$ cat src/rtl/montgomery_select_gen.sv
`default_nettype none
// ============================================================================
//  Module      : montgomery_select_gen
//  Description : Drives the per-iteration (ai, qi) mux selects and the step
//                strobe into a bit-serial Montgomery PE array.
//  Revision    : 1.0 - initial release
// ============================================================================
module montgomery_select_gen #(
    parameter int WIDTH = 8
) (
    input  logic             clk,
    input  logic             rst_n,
    input  logic             start,
    input  logic             clr,
    input  logic             stall,
    input  logic [WIDTH-1:0] a_in,
    input  logic             b0,
    input  logic             t0,
    output logic             ai,
    output logic             qi,
    output logic             step,
    output logic             last,
    output logic             busy,
    output logic             done
);

    localparam int                 c_cnt_w    = $clog2(WIDTH);
    localparam logic [c_cnt_w-1:0] c_last_idx = c_cnt_w'(WIDTH - 1);
    localparam logic [c_cnt_w-1:0] c_cnt_one  = c_cnt_w'(1);

    typedef enum logic [1:0] {
        S_IDLE = 2'd0,
        S_RUN  = 2'd1,
        S_DONE = 2'd2
    } state_t;

    state_t             r_state;
    state_t             w_next;
    logic [WIDTH-1:0]   r_a_sh;
    logic [c_cnt_w-1:0] r_cnt;
    logic               w_last_iter;

    assign w_last_iter = (r_cnt == c_last_idx);

    // Outputs are decoded from state so reset forces them low immediately.
    always_comb begin
        w_next = r_state;
        ai     = 1'b0;
        qi     = 1'b0;
        step   = 1'b0;
        last   = 1'b0;
        busy   = 1'b0;
        done   = 1'b0;
        case (r_state)
            S_IDLE: begin
                if (start) begin
                    w_next = S_RUN;
                end
            end
            S_RUN: begin
                busy = 1'b1;
                ai   = r_a_sh[0];
                qi   = t0 ^ (r_a_sh[0] & b0);
                step = !stall;
                last = w_last_iter;
                if (!stall && w_last_iter) begin
                    w_next = S_DONE;
                end
            end
            S_DONE: begin
                busy   = 1'b1;
                done   = 1'b1;
                w_next = S_IDLE;
            end
            default: begin
                w_next = S_IDLE;
            end
        endcase
        if (clr) begin
            w_next = S_IDLE;
        end
    end

    always_ff @(posedge clk or negedge rst_n) begin
        if (!rst_n) begin
            r_state <= S_IDLE;
            r_a_sh  <= '0;
            r_cnt   <= '0;
        end else if (clr) begin
            r_state <= S_IDLE;
            r_a_sh  <= '0;
            r_cnt   <= '0;
        end else begin
            r_state <= w_next;
            case (r_state)
                S_IDLE: begin
                    if (start) begin
                        r_a_sh <= a_in;
                        r_cnt  <= '0;
                    end
                end
                S_RUN: begin
                    if (!stall) begin
                        r_a_sh <= r_a_sh >> 1;
                        // Park the counter at zero after the final iteration.
                        r_cnt  <= w_last_iter ? '0 : r_cnt + c_cnt_one;
                    end
                end
                default: begin
                end
            endcase
        end
    end

endmodule
`default_nettype wire

$ cat config.mk
export PLATFORM = sky130hd
export DESIGN_NAME = montgomery_select_gen
export DESIGN_NICKNAME = d
export VERILOG_FILES = /design/src/rtl/montgomery_select_gen.sv
export SDC_FILE = /design/constraint.sdc
export NUM_CORES = 1
export LEC_CHECK = 0
export CELL_PAD_IN_SITES_DETAIL_PLACEMENT = 0
export CELL_PAD_IN_SITES_GLOBAL_PLACEMENT = 1
export CORE_MARGIN = 5
export CORE_UTILIZATION = 36
export CTS_CLUSTER_SIZE = 14
export DETAILED_ROUTE_END_ITERATION = 7
export PLACE_DENSITY = 0.86
export SYNTH_ARGS = -nofsm -noshare
export SYNTH_HDL_FRONTEND = slang
export SYNTH_SLANG_ARGS = --single-unit
$ cat constraint.sdc
create_clock -name clk -period 2.2 [get_ports clk]
set_input_delay 0.44 -clock clk [delete_from_list [all_inputs] [get_ports clk]]
set_output_delay 0.44 -clock clk [all_outputs]
set_load 0.005 [all_outputs]
# Yosys cells after proc, flatten, opt, wreduce, memory -nomap -nowiden
# Cells that the tools add are included.
# classes
add_sub_neg	1
eq_ne	6
muxes	19
bitwise_logic	2
n_reduce_logical	7
# op_table
cell	count
$mux W8	3
$pmux W8 S2	1
$mux W3	4
$ne A3 B3 Y1 const B	3
$mux W1	6
$mux W2	3
$pmux W3 S2	1
$pmux W2 S2	1
$add A3 B1 Y3 const B	1
$eq A3 B3 Y1 const B	1
$reduce_and A3 Y1	1
$reduce_bool A3 Y1	1
$eq A2 B1 Y1 const B	1
$eq A2 B2 Y1 const B	1
$logic_not A2 Y1	1
$reduce_and A2 Y1	1
$reduce_or A2 Y1	1
$and A1 B1 Y1	1
$logic_and A1 B1 Y1	1
$logic_not A1 Y1	1
$xor A1 B1 Y1	1
# totals
regBits	13
in_bits	15
out_inout_bits	6
wordCells	38

# Logic depth before layout (Yosys ltp)
# Gate-level depths: netlist of the first run.
# depth
word_depth	5
ltp_mapped	8
depth_no_buf	5

# Worst setup path after synthesis of the first run
# No wires, ideal clock.
# synth_path
path_type	register -> register
start	register r_state[1]
end	register r_a_sh[1]
setup_time_ns	0.078
arrival_time_ns	1.534
required_time_ns	2.122
slack_ns	0.587
path_stages_with_launch	8
path_buffers	2
synth_period_minus_slack_ns	1.613
cell_sequence	dfrtp_1 > inv_1 > ha_1 > buf_6 > and2_4 > buf_6 > or4_1 > a21oi_1
# synth_via
elab_chain_len	3
word_cells_on_any_way	8
classes_between	3 x eq/ne; 2 x mux; 3 x reduce/logical
# synth_lines
element	line	text
from (decl)	37	state_t r_state;
from (signal assigned)	94	r_state <= w_next;
$eq A2 B1 Y1 or $logic_not A2 Y1 (tied branches)	95	case (r_state)
$ne A3 B3 Y1 (no source line), or another cell as far along	n/a	
$reduce_and A3 Y1 (no source line) or $mux W8 (tied branches)	n/a	
to (signal assigned)	98	r_a_sh <= a_in;
to (signal assigned)	104	r_a_sh <= r_a_sh >> 1;
to (decl)	39	logic [WIDTH-1:0] r_a_sh;
# Several ways; a longest one is shown, not always the timed one.
# A chain may end at the register's enable or synchronous reset.

# Final worst setup path of the first run
# layout_path
start	input port b0
end	output port qi
# layout_via
elab_chain_len	3
# layout_lines
element	line	text
from (decl)	17	input logic b0,
$and A1 B1 Y1	63	qi = t0 ^ (r_a_sh[0] & b0);
$xor A1 B1 Y1	63	
$mux W1	54	case (r_state)
to (decl)	20	output logic qi,
# No other way between the ends.

==> results of run 1 <==
==> synthesized netlist by cell type <==
library cell,instances
clkbuf_2,1
and2_4,1
o31ai_1,11
nand4_1,4
buf_4,1
o21ai_1,1
dfrtp_1,13
and2_1,2
clkbuf_1,3
a21oi_1,11
inv_1,3
ha_1,6
mux2i_1,8
nand2_1,3
or4_1,7
a221oi_1,1
buf_2,1
nor2_1,3
buf_6,2
nand2b_1,1
inv_2,1
xor2_1,1
nor2b_1,3
==> worst paths after layout <==
path | from | to | cells past startpoint
max in group asynchronous | rst_n | r_a_sh[0] | 1
min in group asynchronous | rst_n | r_a_sh[5] | 1
max reg2reg | r_state[0] | r_cnt[0] | 6
min | r_a_sh[5] | r_a_sh[5] | 2
min reg2reg | r_a_sh[5] | r_a_sh[5] | 2
max | b0 | qi | 5
==> power by group <==
group	switching, mW	internal (mW)	leakage [nW]
logic	0.286	0.261	0.287
clock network	0.0761	0.0701	0.0150
registers	0.0398	0.299	0.176
==> sequential cells by signal (all words and copies together) (netlist names) <==
signal   cells
r_cnt        3
r_state      2
r_a_sh       8
==> cells by family (layout without fill, tap and decap cells) <==
family	count (synthesis)	after routing	share of synthesized area [%]
compound gates	24	24	17.7
xor+xnor	1	1	1.03
fa+ha+maj	6	6	8.80
buf+inv	12	31	7.77
flops	13	13	38.1
mux	8	8	9.38
simple gates	24	24	17.2
==> cells in the final DEF (no fill, tap or decap), types with 3 or more instances in the layout <==
| cell | n |
|---|---|
| a21oi_1 | 11 |
| buf_4 | 3 |
| clkbuf_4 | 3 |
| clkdlybuf4s50_1 | 20 |
| dfrtp_1 | 13 |
| ha_1 | 5 |
| mux2i_1 | 8 |
| nand2_1 | 3 |
| nand4_1 | 4 |
| nor2_1 | 3 |
| o31ai_1 | 11 |
| or4_1 | 7 |
==> metrics by stage <==
stage	hold slack, ns	util (%)
after detailed placement	0.531	47.5
after floorplan	0.144	-
final	0.539	49.6
after global placement	0.519	47.5
after CTS	0.544	49.3
after global routing	0.559	49.6
==> routing by layer <==
layer | vias up | share of wire (%) | wire, microns
met5 | - | 0 | 0
met4 | 0 | 0.54 | 10
met1 | 347 | 46 | 847
met2 | 18 | 48 | 902
li1 | 362 | - | -
met3 | 2 | 5.3 | 99
==> final cells by class <==
class / count / area (sq um) / share of cell area [%]
multi-input combinational: 63 / 484 / 43.7
sequential: 13 / 325 / 29.3
timing repair buffer: 23 / 223 / 20.1
tap: 28 / 35.0 / 3.16
clock buffer: 4 / 26.3 / 2.37
inverter: 4 / 15.0 / 1.35
==> worst max-delay path: cells and delay by family <==
kind	cells	cell delay (ns)
buf+inv	2	0.95
xor+xnor	1	0.14
simple gates	2	0.13
==> repair_timing <==
item | in CTS | in global routing
gates resized for setup | 4 | 2
endpoints found under the setup margin | 4 | 7
hold buffers | 0 | 0
==> impl_metrics.tcl, run 1 <==
set metrics [dict create \
    status "finished, final reports clean" \
    skew_ns 0.00307 \
    drt_pass1_iterations 4 \
    path_cells "clkdlybuf4s50_1 > nand2_1 > xor2_1 > nor2_1 > clkdlybuf4s50_1" \
    path_clk_slew_ns 0.08 \
    cts_buffers 3 \
    final_max_slew_viol_count 0 \
    grt_max_degree 19 \
    path_common_cell "clkdlybuf4s50_1" \
    met1_usage_pct 14.7 \
    ys_warn_count 0 \
    fp.dieH_microns 58.7 \
    syn_nets 109 \
    period_minus_slack_ns 2.11 \
    cp-start-kind "primary input" \
    root_buffer "clkbuf_4" \
    hold_violations 0 \
    setup_ws_ns 0.0888 \
    r2r_slack_ns 0.19 \
    clockBufferDepth 2 \
    post-route-drc-count 0 \
    final_area_sq_um 1110 \
    nNetsFinal 129 \
    dieArea_sq_um 3440 \
    grt_pass1_vias 714 \
    place_congestion 0.735 \
    gr-usage-all-layers_pct 11.9 \
    busiest_layer "met2" \
    tns_ns 0 \
    gr-total-overflow 0 \
    die_x_microns 58.7 \
    slowest_stage "clkdlybuf4s50_1" \
    drtIter0Drc 4 \
    cellLeakagePower_nw 0.478 \
    max_freq_ghz 0.474 \
    antenna_left 0 \
    pre_cts_ws_ns 0.0449 \
    ir_worst_vdd_mv 0.492 \
    wirelength_mm 1.86 \
    ys_seq_area_share_pct 38.1 \
    required_ns 1.76 \
    p_per_area_nw_per_um2 931 \
    rows 17 \
    max-cap-violations 0 \
    ys_ff_latch 13 \
    initial_core_util_pct 38.2 \
    ys_types 23 \
    numPortBuffers 20 \
    h-tree-depth 1 \
    cts_sinks 13 \
    worst_pin_slew_ns 0.862 \
    synth_top_area_share_pct 38.1 \
    antenna_found_initial 0 \
    grtUsageMet3_pct 2.85 \
    drive_gt1_share_pct 11.2 \
    use_met2_pct 20.4 \
    syn_area_sq_um 853 \
    rsz0062_at_grt "false" \
    final_cells 135 \
    netlist_instances 88 \
    fill_cells 213 \
    synth_area_leaders "dfrtp_1, o31ai_1, mux2i_1, ha_1, a21oi_1" \
    clkLatencyLatePin_ns 0.27 \
    cts_tree "done" \
    slew_headroom_pct 42.3 \
    vias_per_cell 5.40 \
    avgRoutedWirePerCell_microns 13.8 \
    cp_max_fo 1 \
    hold_path.class "flip-flop to flip-flop" \
    postPlaceCellArea_sq_um 1060 \
    p_total_mw 1.03 \
    yosys.area.top_type "dfrtp_1" \
    finalSetupViolCount 0 \
    postCtsSetupBuffers 0 \
    io_pins 21 \
    dp.cells 131 \
    slowest_delay_ns 0.50 \
    avgSynthCellArea_sq_um 9.70 \
    period_share_pct 96.0 \
    synthToLayoutAreaGrowth_pct 29.9 \
    dp_hpwl_mm 1.32 \
    grt_pass1_wl_mm 3.20 \
    endpoint_kind "output pin" \
    vias 729 \
    worstSetupPathType "primary input to output pin" \
    diodes 0 \
    core_sq_um 2230 \
    crit_arrival_ns 1.67 \
]
Power figures use the tool's default switching activity.
==> inputs of run 2 (changes only) <==
--- a/config.mk
+++ b/config.mk
@@ -11,6 +11,7 @@
 export CORE_UTILIZATION = 36
 export CTS_CLUSTER_SIZE = 14
 export DETAILED_ROUTE_END_ITERATION = 7
+export GPL_TIMING_DRIVEN = 0
 export PLACE_DENSITY = 0.86
 export SYNTH_ARGS = -nofsm -noshare
 export SYNTH_HDL_FRONTEND = slang
==> run 2 against run 1 <==
Net effect:
- via count up 9.1%
- wire length grew 8.4%
- sequential share of layout area decreased by 1.2 points
- critical path depth is 1 lower
- highest routed layer unchanged
- global-route usage grew 1.5 points
- largest cell class unchanged
- flip-flop and latch count stayed put
==> impl_metrics.tcl, run 2 (same netlist as run 1, synthesis figures left out) <==
set metrics [dict create \
    status "finished, final reports clean" \
    regToRegStartpoint "r_state[1]" \
    avgRoutedWirePerCell_microns 14.0 \
    period_minus_slack_ns 2.12 \
    worstSetupPathType "flip-flop to output pin" \
    cellLeakagePower_nw 0.545 \
    ir_worst_vdd_mv 0.537 \
    hold_path.class "primary input to async pin" \
    root_buffer "clkbuf_4" \
    io_pins 21 \
    max-cap-violations 0 \
    dieArea_sq_um 3440 \
    p_per_area_nw_per_um2 936 \
    clkLatencyLatePin_ns 0.28 \
    path_common_cell "ha_1" \
    switching_share_pct 39.0 \
    p_sw_mw 0.423 \
    grt_max_degree 14 \
    mostFrequentLayoutCells "clkdlybuf4s50_1, dfrtp_1, o31ai_1, a21oi_1, mux2i_1" \
    finalSetupViolCount 0 \
    largest_registers "r_a_sh x8, r_cnt x3, r_state x2" \
    final_max_slew_viol_count 0 \
    synthToLayoutAreaGrowth_pct 35.6 \
    gr-total-overflow 0 \
    slowest_delay_ns 0.43 \
    initial_core_util_pct 38.2 \
    pwr-share-clk_pct 14.2 \
    core_sq_um 2230 \
    slew_headroom_pct 60.9 \
    cts_sinks 13 \
    wirelength_mm 2.02 \
    comb_power_share_pct 54.6 \
    required_ns 1.76 \
    drtIter0Drc 13 \
    drive_gt1_share_pct 13.8 \
    cp_max_fo 3 \
    largest-register "r_a_sh" \
    period_share_pct 96.3 \
    grt_pass1_vias 839 \
    final_area_sq_um 1160 \
    reg2reg_depth 8 \
    skew_ns 0.00763 \
    rows 17 \
    vias 795 \
    internal_power_mw 0.660 \
    r2r-end "r_a_sh[1]" \
    cts_buffers 3 \
    antenna_found_initial 0 \
    p_total_mw 1.08 \
    diodes 0 \
    path_clk_slew_ns 0.09 \
    dp.cells 136 \
    worst_pin_slew_ns 0.584 \
    hold_violations 0 \
    postPlaceCellArea_sq_um 1090 \
    grt_pass1_wl_mm 3.61 \
    p_seq_share_pct 31.2 \
    vias_per_cell 5.52 \
    post-route-drc-count 0 \
    final_cells 144 \
    h-tree-depth 1 \
    drt_pass1_iterations 4 \
    place_congestion 0.777 \
    numPortBuffers 20 \
    tns_ns 0 \
    largest_reg_flops 8 \
    r2r_slack_ns 0.28 \
    cp-start-kind "flip-flop" \
    gr-usage-all-layers_pct 13.5 \
    nNetsFinal 138 \
    rsz0062_at_grt "false" \
    path_cells "ha_1 > ha_1 > and2_1 > clkdlybuf4s50_1" \
    dp_hpwl_mm 1.45 \
    fp.dieH_microns 58.7 \
    max_freq_ghz 0.472 \
    die_x_microns 58.7 \
    slowest_stage "clkdlybuf4s50_1" \
    final_common_cell "clkdlybuf4s50_1" \
    endpoint_kind "output pin" \
    final_util_pct 51.8 \
    antenna_left 0 \
    clockBufferDepth 2 \
    crit_arrival_ns 1.68 \
    cts_tree "done" \
]
run 2: changes by cell type in the layout (fill, tap and decap cells not counted), moves of 2 or more:
cell             before  now
buf_4                 3    5
buf_6                 0    2
clkbuf_1              1    4
clkdlybuf4s50_1      20   18
dlymetal6s2s_1        0    2
run 2: power by group through the flow:
stage                     logic, mW  clock network [mW]  registers [mW]
final                         0.592               0.154           0.338
after global placement        0.548                   0           0.337
after detailed placement      0.556                   0           0.340
after CTS                     0.597               0.151           0.338
after floorplan               0.384                   0           0.329
after global routing          0.660               0.168           0.349
run 2: metrics by stage:
stage / setup WS (ns) / hold WS, ns
after floorplan: 0.587 / 0.144
after global placement: -0.0585 / 0.521
after detailed placement: -0.0678 / 0.530
after CTS: 0.0219 / 0.554
after global routing: 0.00711 / 0.572
final: 0.0816 / 0.521
run 2: worst max path at each step:
stage	start	end	slack (ns)	cells past startpoint
6_report	r_cnt[0]	last	0.08	4
3_5_place_dp	r_state[1]	step	-0.07	6
2_1_floorplan	r_state[1]	r_a_sh[1]	0.59	7
3_3_place_gp	r_state[1]	step	-0.06	6
4_1_cts	r_state[1]	step	0.02	5
5_1_grt	r_cnt[0]	last	0.007	4
run 2: final cells by class:
type                    count  area [sq um]
fillers                   232          1080
multi-input cells          63           469
flip-flops and latches     13           325
repair buffers             25           243
plain buffers               7          43.8
well taps                  28          35.0
clock buffers               4          26.3
inverters                   4          15.0
run 2: timing repair:
action / in CTS / in global routing
hold buffers: 0 / 0
buffers inserted: 4 / 1
cloned: 0 / 0
endpoints found under the setup margin: 4 / 2
resized for setup: 3 / 2
run 2: critical path: cells and delay by family (launching register included):
family	cells	cell delay [ns]
buffers and inverters	1	0.43
adder cells (fa/ha/maj)	2	0.40
AND/OR/NAND/NOR	1	0.16
flip-flops	1	0.41
run 2: layer usage:
layer / vias to the layer above / track usage (%) / part of all wire [%]
met4: 0 / 6.47 / 0.94
li1: 385 / - / -
met5: - / 0 / 0
met2: 20 / 22.0 / 50
met1: 388 / 16.7 / 44
met3: 2 / 3.07 / 5.2
==> inputs of run 3 (changes only) <==
--- a/config.mk
+++ b/config.mk
@@ -13,6 +13,7 @@
 export DETAILED_ROUTE_END_ITERATION = 7
 export GPL_TIMING_DRIVEN = 0
 export PLACE_DENSITY = 0.86
+export RECOVER_POWER = 25
 export SYNTH_ARGS = -nofsm -noshare
 export SYNTH_HDL_FRONTEND = slang
 export SYNTH_SLANG_ARGS = --single-unit
==> run 3 against run 2 <==
Net effect:
- sequential share of layout area did not move
- clock skew unchanged
- worst hold slack improved by 0.027 ns
- die area unchanged
- register-to-register slack is essentially flat
- critical path type unchanged
==> impl_metrics.tcl, run 3 (same netlist as run 1, synthesis figures left out) <==
set metrics [dict create \
    gr-usage-all-layers_pct 13.5 \
    synthToLayoutAreaGrowth_pct 35.6 \
    grt_max_degree 14 \
    worst_pin_slew_ns 0.590 \
    grt_pass1_vias 839 \
    worstSetupStartpoint "r_cnt[0]" \
    cts_buffers 3 \
    fill_cells 232 \
    switching_share_pct 39.1 \
    clkLatencyLatePin_ns 0.28 \
    largest-register "r_a_sh" \
    cts_sinks 13 \
    nNetsFinal 138 \
    crit_arrival_ns 1.68 \
    diodes 0 \
    rows 17 \
    numPortBuffers 20 \
    max-cap-violations 0 \
    largest_registers "r_a_sh x8, r_cnt x3, r_state x2" \
    drt_pass1_iterations 4 \
    largest_reg_flops 8 \
    post-route-drc-count 0 \
    root_buffer "clkbuf_4" \
    p_sw_mw 0.423 \
    drive_gt1_share_pct 13.8 \
    clockBufferDepth 2 \
    endpoint_kind "output pin" \
    ir_worst_vdd_mv 0.537 \
    hold_violations 0 \
    internal_power_mw 0.660 \
    slowest_stage "clkdlybuf4s50_1" \
    io_pins 21 \
    dp.cells 136 \
    pwr-share-clk_pct 14.2 \
    final_max_slew_viol_count 0 \
    path_delay_family "buffers and inverters" \
    cp_max_fo 3 \
    fp.dieH_microns 58.7 \
    path_common_cell "ha_1" \
    dp_hpwl_mm 1.45 \
    avgRoutedWirePerCell_microns 14.0 \
    slew_headroom_pct 60.6 \
    period_minus_slack_ns 2.12 \
    drtIter0Drc 13 \
    final_cells 144 \
    cts_tree "done" \
    skew_ns 0.00763 \
    path_cells "ha_1 > ha_1 > and2_1 > clkdlybuf4s50_1" \
    required_ns 1.76 \
    hold_ws_ns 0.549 \
    h-tree-depth 1 \
    finalSetupViolCount 0 \
    cellLeakagePower_nw 0.545 \
    p_seq_share_pct 31.2 \
    cp-start-kind "flip-flop" \
    period_share_pct 96.3 \
    mostFrequentLayoutCells "clkdlybuf4s50_1, dfrtp_1, o31ai_1, a21oi_1, mux2i_1" \
    final_common_cell "clkdlybuf4s50_1" \
    dieArea_sq_um 3440 \
    max_freq_ghz 0.472 \
    core_sq_um 2230 \
    vias_per_cell 5.52 \
    hold_path.class "flip-flop to flip-flop" \
    grt_pass1_wl_mm 3.61 \
    antenna_found_initial 0 \
    comb_power_share_pct 54.6 \
    vias 795 \
    rsz0062_at_grt "false" \
    status "finished, final reports clean" \
    final_util_pct 51.8 \
    regToRegStartpoint "r_state[1]" \
    slowest_delay_ns 0.43 \
    p_per_area_nw_per_um2 936 \
    wirelength_mm 2.02 \
    worstSetupPathType "flip-flop to output pin" \
    antenna_left 0 \
    p_total_mw 1.08 \
    worstHoldStart "r_a_sh[2]" \
    gr-total-overflow 0 \
    path_clk_slew_ns 0.09 \
    place_congestion 0.777 \
    initial_core_util_pct 38.2 \
    die_x_microns 58.7 \
    crit_buf_inv 1 \
]
## run 3: power groups by stage
stage               Combinational [mW]  Sequential, mW  Clock [mW]
floorplan                        0.384           0.329           0
global placement                 0.548           0.337           0
CTS                              0.597           0.338       0.151
detailed placement               0.556           0.340           0
finish                           0.592           0.338       0.154
global route                     0.660           0.349       0.168
## run 3: layer usage
metal,up-vias,global-route usage [%],part of all wire [%]
met3,2,3.07,5.2
met5,-,0,0
met4,0,6.47,0.94
li1,385,-,-
met2,20,22.0,50
met1,388,16.7,44
## run 3: cell type report
class	count	area (sq um)	share of cell area [%]
Multi-Input combinational cell	63	469	40.5
Sequential cell	13	325	28.1
Timing Repair Buffer	25	243	21.0
Buffer	7	43.8	3.78
Tap cell	28	35.0	3.03
Clock buffer	4	26.3	2.27
Inverter	4	15.0	1.30
## run 3: worst min-delay path, cell delays in order (launching register included)
cell	delay [ns]
dfrtp_1	0.38
o31ai_1	0.07
a21oi_1	0.06
## run 3: final timing paths
check,to,slack [ns],depth (start not counted)
max,last,0.08,4
min reg2reg,r_a_sh[2],0.55,2
max in group asynchronous,r_state[0],1.22,1
max reg2reg,r_a_sh[1],0.28,8
min in group asynchronous,r_a_sh[5],0.59,1
min,r_a_sh[2],0.55,2
## run 3: stage by stage
step	setup slack (ns)	instance area [sq um]	TNS [ns]
floorplan	0.587	853	0
global placement	-0.0585	1090	-0.0585
detailed placement	-0.0678	1090	-0.0678
CTS	0.0219	1140	0
global route	0.00711	1160	0
finish	0.0816	1160	0
## run 3: timing repair
action,in CTS,in global routing
resized for setup,3,2
setup endpoints to repair,4,2
buffers inserted,4,1
hold buffers,0,0
hold endpoints to repair,0,0
